[src/rtl/run_pkg.sv]
// -----------------------------------------------------------------------------
// run_pkg
// Shared definitions for the program-run sequencer (run_ctrl) and its stall
// detector (pc_stall_det): run state encoding, default widths and the default
// end-of-program PC value.
// -----------------------------------------------------------------------------
package run_pkg;

    // Default core program-counter width and run-cycle counter width.
    localparam int unsigned DEF_PC_W  = 8;
    localparam int unsigned DEF_CNT_W = 16;

    // Default PC value that marks program end (all ones at the default width).
    localparam logic [DEF_PC_W-1:0] DEF_DONE_PC = '1;

    // Reset-phase counter holds RST_CYCLES-1, so RST_CYCLES up to 15 fits.
    localparam int unsigned RST_CNT_W = 4;

    // Stall counter covers STALL_CYCLES up to 255.
    localparam int unsigned STALL_CNT_W = 8;

    typedef enum logic [1:0] {
        ST_IDLE       = 2'd0,
        ST_RESET_CORE = 2'd1,
        ST_RUN        = 2'd2,
        ST_DONE       = 2'd3
    } run_state_e;

endpackage : run_pkg

[src/rtl/pc_stall_det.sv]
// -----------------------------------------------------------------------------
// pc_stall_det
// Detects a core that has stopped advancing: remembers the previous RUN-cycle
// PC and counts consecutive RUN cycles in which the PC did not change.
//
// Ports:
//   clk      in   1             system clock, rising edge
//   rst      in   1             asynchronous, active-high reset
//   run      in   1             sequencer is in RUN this cycle
//   pc       in   PC_W          core program counter
//   stalled  out  1             PC has been held for STALL_CYCLES RUN cycles
//                               (this cycle included)
// -----------------------------------------------------------------------------
module pc_stall_det
    import run_pkg::*;
#(
    parameter int unsigned PC_W         = DEF_PC_W,
    parameter int unsigned STALL_CYCLES = 4
) (
    input  logic            clk,
    input  logic            rst,
    input  logic            run,
    input  logic [PC_W-1:0] pc,
    output logic            stalled
);

    logic [PC_W-1:0]        prev_pc;
    logic                   prev_valid;
    logic [STALL_CNT_W-1:0] stall_cnt;
    logic                   pc_same;

    // prev_valid is low on the first RUN cycle, so a stale PC left over from an
    // earlier run can never be mistaken for a stall.
    assign pc_same = prev_valid && (pc == prev_pc);

    // stall_cnt counts earlier equal comparisons; this cycle's equal comparison
    // is the one that brings the count to STALL_CYCLES-1.
    assign stalled = run && pc_same &&
                     (stall_cnt == STALL_CNT_W'(STALL_CYCLES - 2));

    always_ff @(posedge clk or posedge rst) begin
        if (rst) begin
            prev_pc    <= '0;
            prev_valid <= 1'b0;
            stall_cnt  <= '0;
        end else if (run) begin
            prev_pc    <= pc;
            prev_valid <= 1'b1;
            if (!pc_same)
                stall_cnt <= '0;
            else if (stall_cnt != '1)
                stall_cnt <= stall_cnt + 1'b1;
        end else begin
            prev_valid <= 1'b0;
            stall_cnt  <= '0;
        end
    end

endmodule : pc_stall_det

[src/rtl/run_ctrl.sv]
// -----------------------------------------------------------------------------
// run_ctrl
// Program-run sequencer between the bench-level start/done handshake and the
// processor core reset. A rising edge on start launches a run: the core is
// held in reset for RST_CYCLES cycles, then released until it halts (PC
// reaches DONE_PC, or, with HALT_MODE = 1, the PC stops changing). done is
// sticky until the next launch; cycle_count reports the RUN cycles of the
// last/current run.
//
// Optional feature: define RUN_WATCHDOG_EN to end a run after MAX_CYCLES RUN
// cycles with timeout = 1. Without it timeout is tied low.
//
// Ports:
//   clk          in   1       system clock, rising edge
//   rst          in   1       asynchronous, active-high reset
//   start        in   1       run request; only its rising edge is acted on
//   pc           in   PC_W    core program counter
//   core_rst     out  1       reset to core, active-high
//   busy         out  1       high while resetting or running the core
//   done         out  1       sticky completion flag
//   timeout      out  1       run ended by watchdog
//   cycle_count  out  CNT_W   RUN cycles of the last/current run (saturating)
// -----------------------------------------------------------------------------
module run_ctrl
    import run_pkg::*;
#(
    parameter int unsigned      PC_W         = DEF_PC_W,
    parameter logic [PC_W-1:0]  DONE_PC      = {PC_W{1'b1}},
    parameter int unsigned      RST_CYCLES   = 2,
    parameter int unsigned      HALT_MODE    = 0,
    parameter int unsigned      STALL_CYCLES = 4,
    parameter int unsigned      CNT_W        = DEF_CNT_W,
    parameter logic [CNT_W-1:0] MAX_CYCLES   = 16'hFFF0
) (
    input  logic             clk,
    input  logic             rst,
    input  logic             start,
    input  logic [PC_W-1:0]  pc,
    output logic             core_rst,
    output logic             busy,
    output logic             done,
    output logic             timeout,
    output logic [CNT_W-1:0] cycle_count
);

    // Elaboration-time parameter range checks.
    if (RST_CYCLES < 1 || RST_CYCLES > 15) begin : g_bad_rst_cycles
        $error("run_ctrl: RST_CYCLES must be 1..15");
    end
    if (STALL_CYCLES < 2 || STALL_CYCLES > 255) begin : g_bad_stall_cycles
        $error("run_ctrl: STALL_CYCLES must be 2..255");
    end
    if (HALT_MODE > 1) begin : g_bad_halt_mode
        $error("run_ctrl: HALT_MODE must be 0 or 1");
    end
    if (MAX_CYCLES == '0) begin : g_bad_max_cycles
        $error("run_ctrl: MAX_CYCLES must be non-zero");
    end

    run_state_e           state, state_next;
    logic                 start_q;
    logic                 start_edge;
    logic [RST_CNT_W-1:0] rst_cnt;
    logic [CNT_W-1:0]     cnt_inc;
    logic                 stalled;
    logic                 halt;
    logic                 wd_hit;
    logic                 launch;

    assign start_edge = start & ~start_q;
    assign cnt_inc    = (&cycle_count) ? cycle_count : cycle_count + 1'b1;

    // ------------------------------------------------------------------
    // Halt detection
    // ------------------------------------------------------------------
    if (HALT_MODE == 1) begin : g_stall
        pc_stall_det #(
            .PC_W         (PC_W),
            .STALL_CYCLES (STALL_CYCLES)
        ) u_stall (
            .clk     (clk),
            .rst     (rst),
            .run     (state == ST_RUN),
            .pc      (pc),
            .stalled (stalled)
        );
    end else begin : g_no_stall
        assign stalled = 1'b0;
    end

    assign halt = (pc == DONE_PC) || stalled;

`ifdef RUN_WATCHDOG_EN
    // Fires on the RUN cycle whose count would reach MAX_CYCLES; a halt in the
    // same cycle still ends with timeout set.
    assign wd_hit = (state == ST_RUN) && (cnt_inc == MAX_CYCLES);
`else
    assign wd_hit = 1'b0;
`endif

    // ------------------------------------------------------------------
    // State register
    // ------------------------------------------------------------------
    // NOTE: sequential state uses non-blocking (<=) so every register samples
    // pre-edge values; blocking here would create order-dependent races.
    always_ff @(posedge clk or posedge rst) begin
        if (rst)
            state <= ST_IDLE;
        else
            state <= state_next;
    end

    // ------------------------------------------------------------------
    // Next-state logic
    // ------------------------------------------------------------------
    // NOTE: every output of this block gets a default first, so no path leaves
    // a variable unassigned and no latch is inferred.
    always_comb begin
        state_next = state;
        launch     = 1'b0;
        unique case (state)
            ST_IDLE: begin
                if (start_edge) begin
                    state_next = ST_RESET_CORE;
                    launch     = 1'b1;
                end
            end
            ST_RESET_CORE: begin
                if (rst_cnt == '0)
                    state_next = ST_RUN;
            end
            ST_RUN: begin
                // start edges are deliberately ignored while running.
                if (halt || wd_hit)
                    state_next = ST_DONE;
            end
            ST_DONE: begin
                if (start_edge) begin
                    state_next = ST_RESET_CORE;
                    launch     = 1'b1;
                end
            end
            default: state_next = ST_IDLE;
        endcase
    end

    // ------------------------------------------------------------------
    // Datapath: start edge, reset-phase counter, run-cycle counter
    // ------------------------------------------------------------------
    always_ff @(posedge clk or posedge rst) begin
        if (rst) begin
            start_q     <= 1'b0;
            rst_cnt     <= '0;
            cycle_count <= '0;
        end else begin
            start_q <= start;
            if (launch) begin
                // Counter holds the remaining reset cycles after this one.
                rst_cnt     <= RST_CNT_W'(RST_CYCLES - 1);
                cycle_count <= '0;
            end else begin
                if (state == ST_RESET_CORE && rst_cnt != '0)
                    rst_cnt <= rst_cnt - 1'b1;
                if (state == ST_RUN)
                    cycle_count <= cnt_inc;
            end
        end
    end

`ifdef RUN_WATCHDOG_EN
    always_ff @(posedge clk or posedge rst) begin
        if (rst)
            timeout <= 1'b0;
        else if (launch)
            timeout <= 1'b0;
        else if (wd_hit)
            timeout <= 1'b1;
    end
`else
    assign timeout = 1'b0;
`endif

    // ------------------------------------------------------------------
    // Outputs decoded from the state register: core_rst asserts as soon as
    // rst forces the state back to IDLE, with no dependence on pc.
    // ------------------------------------------------------------------
    assign core_rst = (state != ST_RUN);
    assign busy     = (state == ST_RESET_CORE) || (state == ST_RUN);
    assign done     = (state == ST_DONE);

endmodule : run_ctrl
[config.mk]
export PLATFORM = sky130hd
export DESIGN_NAME = run_ctrl
export DESIGN_NICKNAME = d
export VERILOG_FILES = /design/src/rtl/run_pkg.sv /design/src/rtl/pc_stall_det.sv /design/src/rtl/run_ctrl.sv
export SDC_FILE = /design/constraint.sdc
export NUM_CORES = 1
export LEC_CHECK = 0
export ABC_AREA = 1
export BUFFER_PORTS_ARGS = -buffer_cell sky130_fd_sc_hd__buf_4
export CORE_MARGIN = 3
export CORE_UTILIZATION = 54
export CTS_CLUSTER_DIAMETER = 60
export CTS_CLUSTER_SIZE = 28
export DETAILED_ROUTE_END_ITERATION = 10
export GPL_ROUTABILITY_DRIVEN = 0
export PLACE_DENSITY_LB_ADDON = 0.1
export SYNTH_ARGS = -nofsm -noshare
export SYNTH_HDL_FRONTEND = slang
export SYNTH_SLANG_ARGS = --single-unit
export TNS_END_PERCENT = 5
[constraint.sdc]
create_clock -name clk -period 2 [get_ports clk]
set_clock_uncertainty 0.15 [all_clocks]
set_input_delay 0 -clock clk [delete_from_list [all_inputs] [get_ports clk]]
set_output_delay 0 -clock clk [all_outputs]
set_load 0.005 [all_outputs]
# Word-level counts from Yosys, hierarchy flattened
# Index checks and enable logic that the tools add are counted.
classes:
  add_sub_neg: 2
  bitwise: 2
  n_reduce_logical: 11
  eq_ne: 9
  mux: 11
ops:
  columns: ["cell", "n"]
  rows:
  - ["two-way mux 16 bit", 3]
  - ["adder 16 x 1 -> 16 bit (second input constant)", 1]
  - ["AND reduction 16 bit", 1]
  - ["== test 8 bit (second input constant)", 1]
  - ["two-way mux 4 bit", 2]
  - ["inequality test 2 bit (second input constant)", 4]
  - ["two-way mux 2 bit", 3]
  - ["one-hot mux 2 bit (3 select lines)", 1]
  - ["== test 2 bit (second input constant)", 2]
  - ["zero test 4 bit", 1]
  - ["nonzero test 2 bit", 2]
  - ["nonzero test 4 bit", 1]
  - ["subtractor 4 x 1 -> 4 bit (second input constant)", 1]
  - ["AND reduction 3 bit", 1]
  - ["== test 2 x 1 -> 1 bit (second input constant)", 1]
  - ["zero test 2 bit", 1]
  - ["two-way mux 1 bit", 2]
  - ["inequality test 2 x 1 -> 1 bit (second input constant)", 1]
  - ["AND reduction 2 bit", 1]
  - ["OR reduction 2 bit", 1]
  - ["bitwise AND 1 bit", 1]
  - ["logical AND 1 bit", 1]
  - ["logical OR 1 bit", 1]
  - ["NOT 1 bit", 1]
totals:
  reg_bits: 23
  inputBits: 11

# Depth between registers and ports, before layout
# Gate-level depths: netlist of run 1.
logic_depth:
  depth_word: 6
  ltp_mapped: 10
  depth_no_buf: 9

# Worst setup path before layout of run 1
# OpenSTA, ideal clock, no wires.
synth_timing:
  path_kind: "register -> register"
  from: "register state[0]"
  to: "register cycle_count[0]"
  setup_time_ns: 0.130
  n_path_buf: 1
  stages_incl_launch_ff: 9
  t_required_ns: 1.720
  slack_ns: 0.267
  t_arrival_ns: 1.453
  path_cell_list: "dfrtp_1 > inv_1 > ha_1 > inv_1 > nor3_4 > inv_1 > buf_2 > nand3_1 > o21ai_0"
synth_via:
  elab_chain_len: 5
synth_rtl:
  columns: ["item", "line_no", "rtl"]
  rows:
  - ["start, declared", "run_ctrl.sv:60", "run_state_e state, state_next;"]
  - ["start signal, assigned", "run_ctrl.sv:110", "state <= state_next;"]
  - ["== test 2 bit or zero test 2 bit (tied branches)", "run_ctrl.sv:121", "unique case (state)"]
  - ["OR reduction 2 bit (no source line)", null, null]
  - ["two-way mux 1 bit", null, null]
  - ["inequality test 2 bit (no source line) or nonzero test 2 bit (tied branches)", null, null]
  - ["AND reduction 2 bit (no source line)", null, null]
  - ["end signal, assigned", "run_ctrl.sv:165", "cycle_count <= cnt_inc;"]
  - ["end, declared", "run_ctrl.sv:43", "output logic [CNT_W-1:0] cycle_count"]
# Parallel ways exist; a longest one is shown, timed or not.
# A chain may end at the register's enable or synchronous reset.

# Worst setup path in the final report of run 1
layout_timing:
  from: "register state[1]"
  to: "register cycle_count[6]"
# Same word-level chain as after synthesis.

==> out/qor.yml, run 1 <==
routing:
  wl_per_cell_um: 13.1
  drtIter0Drc: 55
  ant_nets: 0
  finalWirelength_mm: 3.61
  avgViaCountPerCell: 5.40
  dr.pass1.iters: 4
  drc: 0
  vias: 1491
setup_path:
  arrival_ns: 2.00
  cpPeakStageDelay_ns: 0.44
  start_kind: "flip-flop"
  worst_path_max_delay_cell: "dfrtp_1"
  cp.required_ns: 2.10
  worstPathMaxFanout: 22
  critPathLaunch: "state[1]"
  crit_chain: "ha_1 > inv_1 > nor3_4 > inv_2 > nand2_1 > nand2_2 > buf_12 > o21ai_0"
  critPathKind: "reg -> reg"
  r2r_start: "state[1]"
  endpoint_kind: "flip-flop"
  crit_end: "cycle_count[6]"
  reg2reg_slack_ns: 0.1
  r2r_cells: 8
  worstReg2RegEnd: "cycle_count[6]"
  critPathTopFamily: "flip-flops"
  crit_cells: 8
  cp_num_buf_inv: 3
power_and_ir_drop:
  power.density_nw_per_um2: 1000
  p_total_uw: 1860
  p_leak_uw: 0.000915
  ir_drop_v: 0.00124
logic_synthesis:
  synth-async-reset-ratio: 1.00
  ys_warn_count: 0
  ys_ff_latch: 23
  synth_area_leaders: "dfrtp_1 (39%), nand2_1 (17%), inv_1 (6.6%), nand3_1 (5.4%), ha_1 (5.1%)"
  synth-main-ff-cell: "dfrtp_1"
  netlist_area_um2: 1480
  post-synth-top-count-cell: "nand2_1"
  synth_edf_count: 0
  ys_types: 24
  synth_top_area_cell: "dfrtp_1"
  yosysSeqAreaShare: 0.390
  syn_inst: 204
  syn_nets: 221
  avgSynthCellArea_um2: 7.24
  synth_commonest_cells: "nand2_1 (65), inv_1 (26), dfrtp_1 (23), nor2_1 (20), nand3_1 (16)"
  synth_top_cell_area_share: 0.390
clocking:
  clk_pin_slew_ns: 0.14
  cts_tree: "done"
  cts.path.max_buffers: 2
  numCtsBuffers: 3
  cts_root_buffer: "clkbuf_4"
  cts.sinks: 23
  worstSkewPairLatency_ns: 0.32
  h-tree-depth: 1
job:
  cap_violations: 0
global_route:
  grt_max_degree: 24
  globalRouteOverflowTotal: 0
  grt_pass1_vias: 1380
  grtUsageTotal: 0.232
  grt_pass1_wl_mm: 6.13
  antenna_found_initial: 0
finish:
  drive_gt1_frac: 0.224
  postLayoutCellArea_um2: 1850
  synthToLayoutAreaGrowth_pct: 25.3
  fin_nets: 264
  finalNonFillerCells: 276
  antennaDiodeCount: 0
worst_hold_path:
  holdCritStartpoint: "pc[5]"
  hp-class: "in -> reg"
floorplanning:
  coreArea_um2: 2540
  die_area_um2: 3400
  die_h_um: 58.3
  placementRows: 18
  initial_core_util: 0.580
  die_w_um: 58.3
  ioPinCount: 31
placed_design:
  place_ws_ns: 0.0781
  place_area_um2: 1750
  io_buffer_count: 29
  dpl.hpwl_mm: 2.75
  dpl.cell_count: 264
sta:
  timing.final.crit_period_ns: 1.90
  finalWorstSetupSlack_ns: 0.0994
  finalSetupViolations: 0
  max_freq_mhz: 526
  fin_setup_tns_ns: 0
  hold_viol: 0
  fin_crit_sh: 0.950
  slew_violations: 0
status:
  status: "finished, final reports clean"
==> what timing repair did <==
action / 4_1_cts / 5_1_grt
hold buffers: 5 / 0
hold endpoints to repair: 25 / 0
buffers inserted: 0 / 3
setup endpoints to repair: 0 / 15
gates resized for setup: 0 / 1
==> sequential cells by signal, summed over array words and instances, names as in the netlist <==
name / count
state: 2
rst_cnt: 4
start_q: 1
cycle_count: 16
==> worst min-delay path by stage <==
stage / to / slack, ns / depth (start not counted)
floorplan: cycle_count[0] / -0.15 / 1
global placement: rst_cnt[0] / -0.09 / 3
detailed placement: rst_cnt[2] / -0.08 / 3
CTS: state[1] / 0.002 / 5
global route: state[1] / 0.09 / 5
finish: state[1] / 0.05 / 5
==> metal layers <==
metal | track usage | share of wire
met1 | 0.289 | 0.45
met2 | 0.400 | 0.50
met3 | 0.0263 | 0.031
met4 | 0.109 | 0.014
met5 | 0 | 0
==> where the power goes <==
part	internal (uW)	switching, uW
logic	415	564
registers	561	81.6
clock network	76.5	159
total	1050	804
==> tightest hold or removal path, delay by kind of cell <==
kind | cells | cell delay (ns)
and+or+nand+nor | 3 | 0.24
AOI/OAI and AO/OA | 1 | 0.15
buffers and inverters | 1 | 0.11
==> cells by family (layout without fill, tap and decap cells) <==
| logic type | after synthesis | count (layout) | synth area share |
|---|---|---|---|
| adder cells (fa/ha/maj) | 6 | 6 | 0.0508 |
| flip-flops | 23 | 23 | 0.390 |
| AO/OA/AOI/OAI | 22 | 22 | 0.0932 |
| XOR/XNOR | 4 | 4 | 0.0237 |
| AND/OR/NAND/NOR | 117 | 117 | 0.347 |
| other | 1 | 1 | 0.00254 |
| buffers and inverters | 31 | 73 | 0.0924 |
==> stage by stage <==
stage / util / hold WS (ns)
finish: 0.727 / 0.0483
detailed placement: 0.686 / -0.0777
floorplan: - / -0.148
CTS: 0.718 / 0.00188
global placement: 0.686 / -0.0881
global route: 0.727 / 0.0871
==> cell usage in the layout (no fill, tap or decap) <==
| cell type | synthesis | routed |
|---|---|---|
| xor2_1 | 3 | 3 |
| nor2_1 | 20 | 20 |
| nand4_1 | 9 | 9 |
| nor3_4 | 1 | 1 |
| buf_4 | 1 | 36 |
| o21ai_2 | 6 | 6 |
| or2_2 | 1 | 1 |
| clkinvlp_4 | 0 | 1 |
| xnor2_1 | 1 | 1 |
| clkinv_1 | 1 | 1 |
| a211oi_1 | 1 | 1 |
| nand2_2 | 2 | 2 |
| nand3_2 | 1 | 1 |
| buf_12 | 0 | 1 |
| ha_1 | 6 | 6 |
| nand2_1 | 65 | 65 |
| o21ai_0 | 12 | 12 |
| nor2_2 | 2 | 2 |
| clkbuf_4 | 0 | 3 |
| dfrtp_1 | 23 | 23 |
| conb_1 | 1 | 1 |
| inv_1 | 26 | 25 |
| a21oi_1 | 2 | 2 |
| dlygate4sd3_1 | 0 | 5 |
| inv_2 | 0 | 1 |
| o21bai_1 | 1 | 1 |
| nand3_1 | 16 | 16 |
==> area by class of cell <==
type / instances / area (um^2)
fillers: 209 / 696
flip-flops and latches: 23 / 576
clock inverters: 1 / 7.51
inverters: 27 / 101
clock buffers: 3 / 22.5
multi-input cells: 150 / 764
repair buffers: 42 / 340
well taps: 30 / 37.5
Note: power is estimated with default switching activity, not from simulation.
==> run 2, diff against run 1 <==
--- a/config.mk
+++ b/config.mk
@@ -5,14 +5,14 @@
 export SDC_FILE = /design/constraint.sdc
 export NUM_CORES = 1
 export LEC_CHECK = 0
-export ABC_AREA = 1
 export BUFFER_PORTS_ARGS = -buffer_cell sky130_fd_sc_hd__buf_4
 export CORE_MARGIN = 3
-export CORE_UTILIZATION = 54
+export CORE_UTILIZATION = 52
 export CTS_CLUSTER_DIAMETER = 60
 export CTS_CLUSTER_SIZE = 28
 export DETAILED_ROUTE_END_ITERATION = 10
 export GPL_ROUTABILITY_DRIVEN = 0
+export HOLD_SLACK_MARGIN = 0.02
 export PLACE_DENSITY_LB_ADDON = 0.1
 export SYNTH_ARGS = -nofsm -noshare
 export SYNTH_HDL_FRONTEND = slang
==> out/qor.yml, run 2 <==
floorplanning:
  die_w_um: 56.1  # was 58.3 um
  initial_core_util: 0.568  # was 0.580
  die_area_um2: 3150  # was 3400 um^2
  die_h_um: 56.1  # was 58.3 um
  ioPinCount: 31  # unchanged
  coreArea_um2: 2300  # was 2540 um^2
  placementRows: 17  # was 18
setup_path:
  r2r_cells: 7  # was 8
  worst_path_max_delay_cell: "dfrtp_1"  # unchanged
  worstPathMaxFanout: 5  # was 22
  start_kind: "flip-flop"  # unchanged
  endpoint_kind: "flip-flop"  # unchanged
  cpPeakStageDelay_ns: 0.43  # was 0.44 ns
  worstReg2RegEnd: "state[1]"  # was cycle_count[6]
  arrival_ns: 1.98  # was 2.00 ns
  critPathKind: "reg -> reg"  # unchanged
  reg2reg_slack_ns: 0.08  # was 0.1 ns
  r2r_start: "rst_cnt[0]"  # was state[1]
  cp.required_ns: 2.06  # was 2.10 ns
  cp_num_buf_inv: 2  # was 3
  critPathTopFamily: "simple AND/OR/NAND/NOR gates"  # was flip-flops
  crit_chain: "inv_1 > ha_1 > or3b_4 > and2_1 > buf_4 > nor3_1 > o32ai_1"  # was ha_1 > inv_1 > nor3_4 > inv_2 > nand2_1 > nand2_2 > buf_12 > o21ai_0
clocking:
  cts.sinks: 23  # unchanged
  cts.path.max_buffers: 2  # unchanged
  cts_root_buffer: "clkbuf_4"  # unchanged
  cts_tree: "done"  # unchanged
  worstSkewPairLatency_ns: 0.32  # about the same
  numCtsBuffers: 3  # unchanged
  clk_pin_slew_ns: 0.13  # was 0.14 ns
  h-tree-depth: 1  # unchanged
finish:
  antennaDiodeCount: 0  # unchanged
  regMostFlops: "cycle_count"  # unchanged
  final_core_util: 0.764  # was 0.727
  reg_top3: "cycle_count (16), rst_cnt (4), state (2)"  # unchanged
  fin_nets: 205  # was 264
  layout_common_cells: "buf_4 (44), dfrtp_1 (23), nor2_1 (10), nand2_1 (10), inv_1 (8)"  # was nand2_1 (65), buf_4 (36), inv_1 (25)
  drive_gt1_frac: 0.305  # was 0.224
  synthToLayoutAreaGrowth_pct: 34.4  # was 25.3%
  finalNonFillerCells: 215  # was 276
  largest_register_ffs: 16  # unchanged
  layout_commonest_cell: "buf_4"  # was nand2_1
global_route:
  grt_pass1_wl_mm: 5.71  # was 6.13 mm
  globalRouteOverflowTotal: 0  # unchanged
  antenna_found_initial: 0  # unchanged
  grt_max_degree: 24  # unchanged
  grtUsageTotal: 0.231  # was 0.232
  grt_pass1_vias: 1196  # was 1,380
power_and_ir_drop:
  power.density_nw_per_um2: 887  # was 1000 nW/um^2
  ir_drop_v: 0.000833  # was 0.00124 V
  p_leak_uw: 0.000815  # was 0.000915 uW
logic_synthesis:
  synth_edf_count: 0  # unchanged
  yosysSeqAreaShare: 0.441  # was 0.390
  synth_top_area_cell: "dfrtp_1"  # unchanged
  synth_top_family_by_area: "simple AND/OR/NAND/NOR gates"  # unchanged
  post-synth-top-count-cell: "dfrtp_1"  # was nand2_1
  synth_mux_area_frac: 0.00767  # was 0
  syn_inst: 139  # was 204
  synth-async-reset-ratio: 1.00  # unchanged
  synthXorXnorAreaFrac: 0.0403  # was 0.0237
  synth_area_leaders: "dfrtp_1 (44%), ha_1 (5.8%), nand4_1 (3.4%), nand2_1 (2.9%), nor2_1 (2.9%)"  # was dfrtp_1 (39%), nand2_1 (17%), inv_1 (6.6%), nand3_1 (5.4%), ha_1 (5.1%)
  ys_ff_latch: 23  # unchanged
  avgSynthCellArea_um2: 9.39  # was 7.24 um^2
  synth-main-ff-cell: "dfrtp_1"  # unchanged
  ys_warn_count: 0  # unchanged
  synth_top_cell_area_share: 0.441  # was 0.390
  netlist_area_um2: 1310  # was 1480 um^2
  syn_nets: 156  # was 221
  synth_commonest_cells: "dfrtp_1 (23), nand2_1 (10), nor2_1 (10), inv_1 (8)"  # was nand2_1 (65), inv_1 (26), dfrtp_1 (23), nor2_1 (20), nand3_1 (16)
  synthAdderAreaFrac: 0.0575  # was 0.0508
  synth_compound_area_frac: 0.142  # was 0.0932
  ys_types: 38  # was 24
  yosys.area_share.simple: 0.264  # was 0.347
sta:
  max_freq_mhz: 520  # was 526 MHz
  fin_crit_sh: 0.962  # was 0.950
  finalWorstSetupSlack_ns: 0.0763  # was 0.0994 ns
  hold_viol: 0  # unchanged
  slew_violations: 0  # unchanged
  timing.final.crit_period_ns: 1.92  # was 1.90 ns
  finalSetupViolations: 0  # unchanged
  hold_slack_ns: 0.120  # was 0.0483 ns
  fin_setup_tns_ns: 0  # unchanged
placed_design:
  dpl.hpwl_mm: 2.44  # was 2.75 mm
  dpl.cell_count: 204  # was 264
  io_buffer_count: 29  # unchanged
  place_ws_ns: 0.0194  # was 0.0781 ns
routing:
  dr.pass1.iters: 4  # unchanged
  drc: 0  # unchanged
  avgViaCountPerCell: 5.86  # was 5.40
  wl_per_cell_um: 16.0  # was 13.1 um
  ant_nets: 0  # unchanged
  drtIter0Drc: 66  # was 55
  finalWirelength_mm: 3.44  # was 3.61 mm
  vias: 1260  # was 1,491
worst_hold_path:
  hp-class: "in -> async"  # was in -> reg
status:
  status: "finished, final reports clean"  # unchanged
job:
  cap_violations: 0  # unchanged
run 2: worst min-delay path, cell delays in order:
cell           delay, ns
dlygate4sd3_1       0.53
buf_4               0.13
inv_1               0.04
buf_4               0.29
run 2: worst max path at each step:
stage / start / to / slack (ns) / cells past startpoint
2_1_floorplan: state[0] / cycle_count[14] / 0.06 / 7
3_3_place_gp: rst_cnt[0] / state[0] / 0.11 / 6
3_5_place_dp: state[0] / cycle_count[11] / 0.02 / 6
4_1_cts: state[0] / cycle_count[11] / 0.01 / 6
5_1_grt: rst_cnt[0] / state[1] / -0.01 / 7
6_report: rst_cnt[0] / state[1] / 0.08 / 7
run 2: logic make-up after synthesis:
family          count (synthesis)
flops                          23
other cells                     1
mux                             1
simple gates                   59
xor+xnor                        6
fa+ha+maj                       6
compound gates                 29
buf+inv                        14
run 2: final cells by class:
cell class	count	area, um^2
multi-input combinational	102	697
timing repair buffer	50	390
clock buffer	4	26.3
sequential	23	576
tap	28	35.0
fill	166	543
inverter	8	30.0
run 2: routing by layer:
layer	GRT usage	vias to the layer above	wire length [um]
li1	-	613	-
met1	0.307	605	1490
met2	0.382	37	1760
met3	0.0418	5	157
met4	0.0712	0	34
met5	0	-	0
run 2: repair_timing:
item,4_1_cts,5_1_grt
pin swaps,0,1
setup endpoints to repair,1,8
hold buffers,6,0
hold endpoints to repair,25,0
gates resized for setup,1,7
buffers inserted,0,1
run 2: stage by stage:
stage               total power, uW  instance area, um^2
finish                         1560                 1750
global route                   1670                 1750
CTS                            1480                 1720
detailed placement             1250                 1630
global placement               1210                 1630
floorplan                       966                 1310
run 2: power by group:
| group | switching, uW | leakage [uW] | total [uW] | internal [uW] |
|---|---|---|---|---|
| sequential | 69.8 | 0.000304 | 613 | 543 |
| clock | 147 | 0.0000150 | 225 | 78.0 |
| combinational | 344 | 0.000496 | 719 | 375 |
==> run 3, diff against run 2 <==
--- a/config.mk
+++ b/config.mk
@@ -8,6 +8,7 @@
 export BUFFER_PORTS_ARGS = -buffer_cell sky130_fd_sc_hd__buf_4
 export CORE_MARGIN = 3
 export CORE_UTILIZATION = 52
+export CTS_BUF_LIST = sky130_fd_sc_hd__clkbuf_4 sky130_fd_sc_hd__clkbuf_8 sky130_fd_sc_hd__clkbuf_16
 export CTS_CLUSTER_DIAMETER = 60
 export CTS_CLUSTER_SIZE = 28
 export DETAILED_ROUTE_END_ITERATION = 10
==> out/qor.yml, run 3 (synthesized netlist as in run 2, its figures left out) <==
global_route:
  antenna_found_initial: 0  # unchanged
  grt_pass1_vias: 1200  # was 1,196
  globalRouteOverflowTotal: 0  # unchanged
  grtUsageTotal: 0.231  # unchanged
  grt_pass1_wl_mm: 5.71  # about the same
  grt_max_degree: 24  # unchanged
finish:
  finalNonFillerCells: 215  # unchanged
  layout_common_cells: "buf_4 (44), dfrtp_1 (23), nor2_1 (10), nand2_1 (10), inv_1 (8)"  # unchanged
  regMostFlops: "cycle_count"  # unchanged
  final_core_util: 0.765  # was 0.764
  reg_top3: "cycle_count (16), rst_cnt (4), state (2)"  # unchanged
  fin_nets: 205  # unchanged
  layout_commonest_cell: "buf_4"  # unchanged
  synthToLayoutAreaGrowth_pct: 34.7  # was 34.4%
  drive_gt1_frac: 0.310  # was 0.305
  postLayoutCellArea_um2: 1760  # was 1750 um^2
  antennaDiodeCount: 0  # unchanged
  largest_register_ffs: 16  # unchanged
placed_design:
  io_buffer_count: 29  # unchanged
  dpl.hpwl_mm: 2.44  # unchanged
  dpl.cell_count: 204  # unchanged
  place_area_um2: 1630  # unchanged
  place_ws_ns: 0.0194  # unchanged
setup_path:
  reg2reg_slack_ns: 0.05  # was 0.08 ns
  arrival_ns: 1.99  # was 1.98 ns
  start_kind: "flip-flop"  # unchanged
  worst_path_max_delay_cell: "dfrtp_1"  # unchanged
  worstReg2RegEnd: "state[1]"  # unchanged
  critPathKind: "reg -> reg"  # unchanged
  worstPathMaxFanout: 5  # unchanged
  cpPeakStageDelay_ns: 0.42  # was 0.43 ns
  critPathTopFamily: "simple AND/OR/NAND/NOR gates"  # unchanged
  r2r_cells: 7  # unchanged
  r2r_start: "rst_cnt[0]"  # unchanged
  cp.required_ns: 2.05  # was 2.06 ns
  cp_num_buf_inv: 2  # unchanged
  endpoint_kind: "flip-flop"  # unchanged
  crit_cells: 7  # unchanged
  crit_chain: "inv_1 > ha_1 > or3b_4 > and2_1 > buf_4 > nor3_1 > o32ai_1"  # unchanged
job:
  cap_violations: 0  # unchanged
routing:
  ant_nets: 0  # unchanged
  drtIter0Drc: 45  # was 66
  vias: 1259  # was 1,260
  drc: 0  # unchanged
  finalWirelength_mm: 3.41  # was 3.44 mm
  avgViaCountPerCell: 5.86  # about the same
  dr.pass1.iters: 4  # unchanged
  wl_per_cell_um: 15.9  # was 16.0 um
floorplanning:
  die_h_um: 56.1  # unchanged
  initial_core_util: 0.568  # unchanged
  die_w_um: 56.1  # unchanged
  ioPinCount: 31  # unchanged
  placementRows: 17  # unchanged
  die_area_um2: 3150  # unchanged
  coreArea_um2: 2300  # unchanged
clocking:
  numCtsBuffers: 3  # unchanged
  cts.path.max_buffers: 2  # unchanged
  worstSkewPairLatency_ns: 0.31  # was 0.32 ns
  clk_pin_slew_ns: 0.13  # about the same
  cts_tree: "done"  # unchanged
  cts_root_buffer: "clkbuf_4"  # unchanged
  cts.sinks: 23  # unchanged
  h-tree-depth: 1  # unchanged
sta:
  finalWorstSetupSlack_ns: 0.0550  # was 0.0763 ns
  hold_viol: 0  # unchanged
  slew_violations: 0  # unchanged
  fin_crit_sh: 0.973  # was 0.962
  max_freq_mhz: 514  # was 520 MHz
  finalSetupViolations: 0  # unchanged
  hold_slack_ns: 0.126  # was 0.120 ns
  timing.final.crit_period_ns: 1.95  # was 1.92 ns
power_and_ir_drop:
  p_int_uw: 1010  # was 996 uW
  power_frac_seq: 0.391  # was 0.394
  comb_power_share: 0.460  # was 0.462
  p_leak_uw: 0.000818  # was 0.000815 uW
  power.density_nw_per_um2: 891  # was 887 nW/um^2
  switching_share: 0.355  # was 0.360
  p_sw_uw: 556  # was 561 uW
  ir_drop_v: 0.000857  # was 0.000833 V
  p_clk_frac: 0.149  # was 0.145
worst_hold_path:
  hp-class: "in -> async"  # unchanged
status:
  status: "finished, final reports clean"  # unchanged
==> run 3: worst max-delay path by stage <==
stage	from	endpoint	slack [ns]
finish	rst_cnt[0]	state[1]	0.05
global route	rst_cnt[0]	state[1]	-0.03
CTS	state[0]	cycle_count[11]	0.01
detailed placement	state[0]	cycle_count[11]	0.02
global placement	rst_cnt[0]	state[0]	0.11
floorplan	state[0]	cycle_count[14]	0.06
==> run 3: area by class of cell <==
type                    count  area (um^2)
clock buffers               4         30.0
fillers                   166          539
repair buffers             50          390
flip-flops and latches     23          576
multi-input cells         102          697
well taps                  28         35.0
inverters                   8         30.0
==> run 3: routing by layer <==
metal,global-route usage,vias up,share of wire
met5,0,-,0
met4,0.0712,0,0.011
met3,0.0418,4,0.047
met2,0.382,45,0.51
met1,0.307,600,0.44
li1,-,610,-
==> run 3: power by group through the flow <==
stage	Combinational [uW]	Clock [uW]	Sequential (uW)
floorplan	347	0	619
global placement	600	0	611
detailed placement	634	0	617
CTS	647	236	608
global route	801	258	627
finish	720	233	612
==> run 3: what timing repair did <==
item / in CTS / in global routing
endpoints found under the setup margin: 1 / 8
resized for setup: 1 / 7
hold buffers: 6 / 0
pin swaps: 0 / 1
buffers inserted: 0 / 1
hold endpoints to repair: 25 / 0
==> run 3: metrics by stage <==
step                      power (uW)  setup TNS, ns
after global placement          1210              0
after CTS                       1490              0
after detailed placement        1250              0
final                           1570              0
after floorplan                  966              0
after global routing            1690        -0.0300
==> run 3: worst register-to-register path, delay by kind of cell, from the launching register on <==
kind / cells / cell delay (ns)
fa+ha+maj: 1 / 0.15
flops: 1 / 0.42
buf+inv: 2 / 0.22
simple gates: 3 / 0.77
compound gates: 1 / 0.12
